<file path="src/rtl/axis_write_addr.sv">
// AXI write-address generator for a stream-to-memory writer.
// Takes a start byte address and a length in stream words. Splits the
// transfer into maximum-size AW bursts, tracks outstanding write responses,
// and pulses done when every burst has been acknowledged. Any non-OKAY
// response sets a sticky error flag.
module axis_write_addr #(
   parameter int CONFIG_AWIDTH  = 32,
   parameter int CONFIG_DWIDTH  = 32,
   parameter int AXI_ADDR_WIDTH = 32,
   parameter int AXI_LEN_WIDTH  = 8,
   parameter int CONVERT_SHIFT  = 1,
   parameter int BYTE_SHIFT     = 3
) (
   input  logic                      clk,
   input  logic                      rst,
   input  logic [CONFIG_AWIDTH-1:0]  cfg_address,
   input  logic [CONFIG_DWIDTH-1:0]  cfg_length,
   input  logic                      cfg_valid,
   output logic                      cfg_ready,
   output logic [AXI_ADDR_WIDTH-1:0] axi_awaddr,
   output logic [AXI_LEN_WIDTH-1:0]  axi_awlen,
   output logic                      axi_awvalid,
   input  logic                      axi_awready,
   input  logic [1:0]                axi_bresp,
   input  logic                      axi_bvalid,
   output logic                      axi_bready,
   output logic                      done,
   output logic                      error
);

   // Outstanding bursts can never exceed total beats / minimum full burst.
   localparam int OUT_W   = CONFIG_DWIDTH - AXI_LEN_WIDTH - CONVERT_SHIFT + 1;
   // A burst length needs one extra bit to hold 2^AXI_LEN_WIDTH.
   localparam int BURST_W = AXI_LEN_WIDTH + 1;
   localparam logic [CONFIG_DWIDTH-1:0] MAX_BURST = CONFIG_DWIDTH'(1) << AXI_LEN_WIDTH;

   typedef enum logic [4:0] {
      S_IDLE   = 5'b00001,
      S_CONFIG = 5'b00010,
      S_ADDR   = 5'b00100,
      S_WAIT   = 5'b01000,
      S_DONE   = 5'b10000
   } state_t;

   state_t                    state_reg;
   logic [AXI_ADDR_WIDTH-1:0] addr_reg;
   logic [CONFIG_DWIDTH-1:0]  beats_rem_reg;
   logic [BURST_W-1:0]        burst_reg;
   logic [BURST_W-1:0]        burst_next;
   logic [BURST_W-1:0]        awlen_next;
   logic [OUT_W-1:0]          outstanding_reg;
   logic                      error_reg;
   logic                      awvalid_reg;
   logic [AXI_ADDR_WIDTH-1:0] awaddr_reg;
   logic [AXI_LEN_WIDTH-1:0]  awlen_reg;
   logic                      done_reg;
   logic                      cfg_hs;
   logic                      aw_hs;
   logic                      b_hs;

   assign cfg_ready   = (state_reg == S_IDLE);
   assign axi_bready  = (state_reg != S_IDLE);
   assign axi_awvalid = awvalid_reg;
   assign axi_awaddr  = awaddr_reg;
   assign axi_awlen   = awlen_reg;
   assign done        = done_reg;
   assign error       = error_reg;

   assign cfg_hs = cfg_valid & cfg_ready;
   assign aw_hs  = awvalid_reg & axi_awready;
   // A response with nothing outstanding is stale and is neither accepted nor counted.
   assign b_hs   = axi_bvalid & axi_bready & (outstanding_reg != '0);

   // Next burst size: whatever remains, capped at the largest AXI burst.
   always_comb begin
      burst_next = beats_rem_reg[BURST_W-1:0];
      if (beats_rem_reg > MAX_BURST)
         burst_next = MAX_BURST[BURST_W-1:0];
      awlen_next = burst_next - BURST_W'(1);
   end

   // Control FSM with registered AW channel and done pulse.
   always_ff @(posedge clk) begin
      if (rst) begin
         state_reg   <= S_IDLE;
         awvalid_reg <= 1'b0;
         awaddr_reg  <= '0;
         awlen_reg   <= '0;
         burst_reg   <= '0;
         done_reg    <= 1'b0;
      end else begin
         done_reg <= 1'b0;
         case (state_reg)
            S_IDLE: begin
               if (cfg_hs)
                  state_reg <= S_CONFIG;
            end
            S_CONFIG: begin
               burst_reg <= burst_next;
               if (beats_rem_reg == '0) begin
                  state_reg <= S_WAIT;
               end else begin
                  state_reg   <= S_ADDR;
                  awvalid_reg <= 1'b1;
                  awaddr_reg  <= addr_reg;
                  awlen_reg   <= awlen_next[AXI_LEN_WIDTH-1:0];
               end
            end
            S_ADDR: begin
               if (axi_awready) begin
                  awvalid_reg <= 1'b0;
                  state_reg   <= S_CONFIG;
               end
            end
            S_WAIT: begin
               // The last response arriving this cycle also completes the transfer.
               if ((outstanding_reg == '0) ||
                   ((outstanding_reg == OUT_W'(1)) && b_hs)) begin
                  state_reg <= S_DONE;
                  done_reg  <= 1'b1;
               end
            end
            S_DONE: begin
               state_reg <= S_IDLE;
            end
            default: begin
               state_reg   <= S_IDLE;
               awvalid_reg <= 1'b0;
            end
         endcase
      end
   end

   // Address/beat counters, outstanding-response counter and sticky error.
   always_ff @(posedge clk) begin
      if (rst) begin
         addr_reg        <= '0;
         beats_rem_reg   <= '0;
         outstanding_reg <= '0;
         error_reg       <= 1'b0;
      end else begin
         if (cfg_hs) begin
            addr_reg      <= AXI_ADDR_WIDTH'(cfg_address);
            beats_rem_reg <= cfg_length >> CONVERT_SHIFT;
            error_reg     <= 1'b0;
         end else if (aw_hs) begin
            beats_rem_reg <= beats_rem_reg - CONFIG_DWIDTH'(burst_reg);
            addr_reg      <= addr_reg + (AXI_ADDR_WIDTH'(burst_reg) << BYTE_SHIFT);
         end
         if (b_hs && (axi_bresp != 2'b00))
            error_reg <= 1'b1;
         case ({aw_hs, b_hs})
            2'b10:   outstanding_reg <= outstanding_reg + OUT_W'(1);
            2'b01:   outstanding_reg <= outstanding_reg - OUT_W'(1);
            default: outstanding_reg <= outstanding_reg;
         endcase
      end
   end

endmodule

</file>
<file path="config.mk">
export PLATFORM = sky130hd
export DESIGN_NAME = axis_write_addr
export DESIGN_NICKNAME = d
export VERILOG_FILES = /design/src/rtl/axis_write_addr.sv
export SDC_FILE = /design/constraint.sdc
export NUM_CORES = 1
export LEC_CHECK = 0
export ABC_AREA = 0
export BUFFER_PORTS_ARGS = -buffer_cell sky130_fd_sc_hd__buf_2
export CORE_UTILIZATION = 60
export DETAILED_ROUTE_END_ITERATION = 8
export GPL_ROUTABILITY_DRIVEN = 0
export GPL_TIMING_DRIVEN = 1
export PLACE_DENSITY = 0.86
export SETUP_SLACK_MARGIN = 0.05
export SYNTH_ARGS = -nofsm -noshare
export SYNTH_HDL_FRONTEND = slang
export SYNTH_SLANG_ARGS = --single-unit
</file>
<file path="constraint.sdc">
create_clock -name clk -period 4.38 [get_ports clk]
set_input_delay 0.219 -clock clk [delete_from_list [all_inputs] [get_ports clk]]
set_output_delay 0.219 -clock clk [all_outputs]
set_load 0.01 [all_outputs]
</file>
==> results of run 1 <==
==> cells by family (layout without fill, tap and decap cells) <==
family | after synthesis | in the layout | synth area share
AOI/OAI and AO/OA | 249 | 249 | 0.210
muxes | 3 | 3 | 0.00377
adders and majority gates | 26 | 26 | 0.0428
buffers and inverters | 88 | 179 | 0.0447
DFF | 145 | 145 | 0.365
and+or+nand+nor | 443 | 443 | 0.268
xor gates and xnor gates | 60 | 60 | 0.0660
==> placed cells by master (no fill, tap or decap), types with 7 or more instances in the layout <==
| cell | synthesis | routed |
|---|---|---|
| o2111ai_1 | 7 | 7 |
| xnor2_1 | 31 | 31 |
| a31oi_1 | 9 | 9 |
| or4_1 | 9 | 9 |
| nand2b_1 | 7 | 7 |
| a21oi_1 | 83 | 83 |
| and4_1 | 8 | 8 |
| nor2_1 | 116 | 116 |
| a211oi_1 | 41 | 41 |
| ha_1 | 24 | 24 |
| inv_1 | 24 | 24 |
| nand3_1 | 29 | 29 |
| nand4_1 | 11 | 11 |
| dfxtp_1 | 145 | 145 |
| nand2_1 | 155 | 154 |
| o211ai_1 | 9 | 9 |
| nor3_1 | 27 | 27 |
| or3_1 | 12 | 12 |
| nor4_1 | 15 | 15 |
| clkbuf_16 | 0 | 17 |
| nor2b_1 | 8 | 8 |
| and2_1 | 8 | 8 |
| xor2_1 | 29 | 29 |
| o31ai_1 | 12 | 12 |
| buf_4 | 4 | 9 |
| buf_2 | 2 | 113 |
| o21ai_0 | 26 | 26 |
| a311oi_1 | 22 | 22 |
==> worst max-delay path: stages, from the launching register on <==
cell and delay (ps):
dfxtp_1 550, inv_1 150, ha_1 250, a21oi_1 250, ha_1 800, nand2b_1 200
or3_1 410, or4_1 420, a222oi_1 450, xnor2_1 170, nor2_1 50
==> stage by stage <==
step | utilization | instance area, um^2 | cells
3_3_place_gp | 0.670 | 8560 | 1245
3_5_place_dp | 0.670 | 8560 | 1245
4_1_cts | 0.720 | 9200 | 1277
5_1_grt | 0.720 | 9200 | 1277
6_report | 0.720 | 9200 | 1277
2_1_floorplan | - | 7960 | 1014
==> per-layer routing <==
metal  track usage  up-vias
met5             0        -
met4         0.116        0
met3        0.0608       56
met2         0.499      337
met1         0.390     3626
li1              -     3811
==> how the worst min path moves through the flow <==
stage,endpoint,cells after the start,slack [ps]
5_1_grt,beats_rem_reg[1],3,30
4_1_cts,addr_reg[13],3,5
2_1_floorplan,addr_reg[11],2,350
3_5_place_dp,axi_awaddr[20],2,440
6_report,addr_reg[13],3,9
3_3_place_gp,error,2,440
==> cells in the mapped netlist (all sizes together), types with 10 or more instances <==
library cell	instances	area share
nand2	155	0.073
dfxtp	145	0.36
nor2	116	0.055
a21oi	84	0.053
clkbuf	53	0.025
a211oi	42	0.040
xnor2	31	0.034
nand3	29	0.018
xor2	29	0.032
nor3	27	0.017
o21ai	27	0.017
ha	24	0.038
inv	24	0.011
a311oi	22	0.024
nor4	16	0.014
or3	15	0.012
or4	15	0.016
o31ai	12	0.011
nand4	11	0.0086
buf	10	0.0079
==> cell type report <==
cell class                 instances  area, um^2  share of cell area
timing repair buffer             122         633              0.0688
multi-input combinational        781        4710               0.513
tap                              172         215              0.0234
sequential                       145        2900               0.316
clock inverter                    13         185              0.0201
inverter                          25        93.8              0.0102
clock buffer                      19         453              0.0493
==> power by group <==
part	switching [uW]	internal (uW)
clock network	564	981
registers	296	1570
logic	1190	719
total	2050	3270
==> results.json, run 1 <==
{
  "r2r-end": "outstanding_reg[20]",
  "die-height_um": 117,
  "status": "finished clean",
  "clockBufferDepth": 2,
  "cts_tree": "built",
  "wl_per_cell_um": 15.6,
  "first_iter_violations": 818,
  "yosysWarnings": 0,
  "synth_cells": 1014,
  "final.setup.tns_ps": 0,
  "antenna_found_initial": 0,
  "crit_start": "outstanding_reg[0]",
  "io_buffers": 114,
  "ant_nets": 0,
  "core_um2": 12800,
  "htreeDepth": 4,
  "setup_viol": 0,
  "drv_cap": 0,
  "cts_root_buf": "clkbuf_16",
  "place_hpwl_mm": 13.4,
  "rsz0062_at_grt": "no",
  "n_antenna_cell": 0,
  "worstSetupStartpointType": "flip-flop",
  "grt_start_max_net_pins": 86,
  "grt-ovfl-total": 0,
  "crit_end": "outstanding_reg[20]",
  "hp-class": "input port to flip-flop",
  "cts_hold_buf": 0,
  "vias": 7830,
  "grt_pass1_vias": 6966,
  "fmax_mhz": 259,
  "cts.repair.resized": 0,
  "dr.pass1.iters": 6,
  "p_leak_uw": 0.00346,
  "rows": 41,
  "slew_headroom": 0.184,
  "syn_nets": 1111,
  "drt-met1-wl_mm": 8.77,
  "post-route-worst-setup-slack_ps": 525,
  "die_x_um": 117,
  "power_uw": 5320,
  "grt_use_total": 0.303,
  "crit_required_ps": 4670,
  "whs_ps": 8.63,
  "synth.distinct_cells": 67,
  "crit_fanout": 28,
  "finClkSkew_ps": 6.96,
  "n_fill_cell": 1014,
  "postCtsSetupBuffers": 0,
  "wl_met3_mm": 1.27,
  "start_util": 0.623,
  "avgViaCountPerCell": 6.13,
  "ir_worst_vdd_mv": 0.353,
  "r2r_setup_slack_ps": 530,
  "finalHoldViolations": 0,
  "crit_type": "flip-flop to flip-flop",
  "cts.sinks": 145,
  "top_layer": "met4",
  "ys_ff_latch": 145,
  "drc_errors": 0,
  "power_density_nw_per_um2": 578,
  "drv_slew": 0,
  "clkTransAtPathRegs_ps": 60,
  "dp_slack_ps": 663,
  "period_share": 0.880,
  "syn_area_um2": 7960,
  "r2r_start": "outstanding_reg[0]",
  "met2WireLength_mm": 9.45,
  "synth_edf_count": 0,
  "tightest_slew_ps": 1220,
  "end_kind": "flip-flop",
  "cts_buffers": 17,
  "nNetsFinal": 1189,
  "io_pins": 116,
  "yosysSeqAreaShare": 0.365,
  "die-area_um2": 13700,
  "clk_latency_ps": 430,
  "synth_flop_cell": "dfxtp_1",
  "drive_above_1_share": 0.164,
  "period_minus_slack_ps": 3850,
  "arrival_ps": 4150,
  "synthArstFlopShare": 0,
  "area_delta_synth_final_pct": 15.6,
  "min-delay-start": "cfg_address[13]",
  "wirelength_mm": 20.0,
  "reg2regPathDepth": 10,
  "syn_area_per_cell_um2": 7.85,
  "grt_pass1_wl_mm": 32.9
}
Power figures use the tool's default switching activity.
==> run 2, diff against run 1 <==
--- a/config.mk
+++ b/config.mk
@@ -7,12 +7,13 @@
 export LEC_CHECK = 0
 export ABC_AREA = 0
 export BUFFER_PORTS_ARGS = -buffer_cell sky130_fd_sc_hd__buf_2
-export CORE_UTILIZATION = 60
+export CORE_UTILIZATION = 55
 export DETAILED_ROUTE_END_ITERATION = 8
 export GPL_ROUTABILITY_DRIVEN = 0
 export GPL_TIMING_DRIVEN = 1
-export PLACE_DENSITY = 0.86
+export PLACE_DENSITY = 0.8
 export SETUP_SLACK_MARGIN = 0.05
+export SLEW_MARGIN = 10
 export SYNTH_ARGS = -nofsm -noshare
 export SYNTH_HDL_FRONTEND = slang
 export SYNTH_SLANG_ARGS = --single-unit
==> results.json, run 2 (synthesized netlist as in run 1, its figures left out) <==
{
  "vias": 7493,
  "status": "finished clean",
  "end_kind": "flip-flop",
  "htreeDepth": 4,
  "crit_required_ps": 4670,
  "cts_root_buf": "clkbuf_16",
  "period_share": 0.802,
  "drc_errors": 0,
  "die_x_um": 122,
  "tightest_slew_ps": 1230,
  "nNetsFinal": 1190,
  "whs_ps": 29.3,
  "crit_fanout": 17,
  "r2r_setup_slack_ps": 870,
  "hp-class": "input port to flip-flop",
  "holdPathStages": 3,
  "rows": 43,
  "die-area_um2": 15000,
  "wirelength_mm": 19.9,
  "reg2regPathDepth": 10,
  "rsz0062_at_grt": "no",
  "avgViaCountPerCell": 5.83,
  "slew_headroom": 0.181,
  "p_clk_frac": 0.284,
  "ant_nets": 0,
  "pwr-share-comb": 0.361,
  "ir_worst_vdd_mv": 0.408,
  "wl_per_cell_um": 15.5,
  "core_um2": 14000,
  "clk_latency_ps": 420,
  "drive_above_1_share": 0.161,
  "p_switching_uw": 2030,
  "timing.critical_path.buf_inv": 0,
  "io_buffers": 114,
  "power_uw": 5260,
  "intPower_uw": 3220,
  "first_iter_violations": 549,
  "power_density_nw_per_um2": 572,
  "grt_pass1_vias": 6801,
  "critPathMaxStageDelay_ps": 520,
  "p_leak_uw": 0.00345,
  "grt-ovfl-total": 0,
  "seq_power_share": 0.355,
  "die-height_um": 122,
  "cts_buffers": 17,
  "slowest_stage": "ha_1",
  "worstSetupStartpointType": "flip-flop",
  "worstPathCellList": "nor4_1, nand4_1, nor4_1, a21oi_1, ha_1, nor2b_1, nand4_1, o31ai_1, a21bo_2, a21oi_1",
  "arrival_ps": 3800,
  "cts.repair.resized": 0,
  "period_minus_slack_ps": 3510,
  "r2r-end": "outstanding_reg[18]",
  "clkTransAtPathRegs_ps": 60,
  "final_common_cell": "nand2_1",
  "min-delay-start": "cfg_length[1]",
  "clockBufferDepth": 2,
  "antenna_found_initial": 0,
  "holdPathEnd": "beats_rem_reg[0]",
  "start_util": 0.569,
  "dr.pass1.iters": 5,
  "r2r_start": "outstanding_reg[8]",
  "grt_pass1_wl_mm": 32.9,
  "layout_common_cells": "154 x nand2_1, 145 x dfxtp_1, 116 x nor2_1",
  "finalHoldViolations": 0,
  "crit_type": "flip-flop to flip-flop",
  "setup_viol": 0,
  "finClkSkew_ps": 7.50,
  "drv_slew": 0,
  "area_delta_synth_final_pct": 15.4,
  "n_antenna_cell": 0,
  "grt_start_max_net_pins": 79,
  "grt_use_total": 0.276,
  "place_hpwl_mm": 13.4,
  "drv_cap": 0,
  "cts_tree": "built",
  "io_pins": 116,
  "cts.sinks": 145,
  "fmax_mhz": 285,
  "crit_family": "simple AND/OR/NAND/NOR gates",
  "switching_share": 0.387,
  "final.setup.tns_ps": 0
}
-- run 2: changes by cell type in the layout (fill, tap and decap cells not counted), sizes merged --
cell	delta
bufinv	-1
clkbuf	+3
dlygate4sd3	+1
clkinv	-1
clkinvlp	-2
-- run 2: per-layer routing --
layer / GRT usage / part of all wire
met3: 0.0530 / 0.053
met4: 0.0983 / 0.018
met5: 0 / 0
met2: 0.450 / 0.47
met1: 0.362 / 0.46
-- run 2: how the worst max path moves through the flow --
stage / start / slack, ps / end / cells past startpoint
2_1_floorplan: outstanding_reg[9] / 1380 / outstanding_reg[19] / 13
3_3_place_gp: outstanding_reg[8] / 960 / outstanding_reg[21] / 10
3_5_place_dp: outstanding_reg[8] / 930 / outstanding_reg[21] / 10
4_1_cts: outstanding_reg[8] / 910 / outstanding_reg[21] / 10
5_1_grt: outstanding_reg[9] / 600 / outstanding_reg[21] / 11
6_report: outstanding_reg[8] / 870 / outstanding_reg[18] / 10
-- run 2: layout make-up --
class	instances	area [um^2]
repair buffers	123	643
clock inverters	9	131
inverters	25	93.8
well taps	180	225
fillers	1243	4800
flip-flops and latches	145	2900
clock buffers	22	474
multi-input cells	781	4710
-- run 2: through the flow --
step           area [um^2]  setup WS [ps]   util  instances
2_1_floorplan         7960           1380      -       1014
3_3_place_gp          8570            958  0.613       1253
3_5_place_dp          8570            926  0.613       1253
4_1_cts               9180            912  0.657       1285
5_1_grt               9180            599  0.657       1285
6_report              9180            865  0.657       1285
-- run 2: power by group through the flow --
stage,Combinational (uW),Sequential (uW),Clock [uW]
after floorplan,1500,1790,0
after global placement,1820,1870,0
after detailed placement,1860,1880,0
after CTS,1890,1860,1500
after global routing,2130,1900,1570
final,1900,1860,1490
-- run 2: what timing repair did --
item,CTS,global route
hold buffers,1,0
endpoints found under the hold margin,1,0
setup buffers,0,0
-- run 2: tightest hold or removal path, stage by stage --
cell	delay (ps)
buf_2	100
nand2_1	40
a21oi_1	50
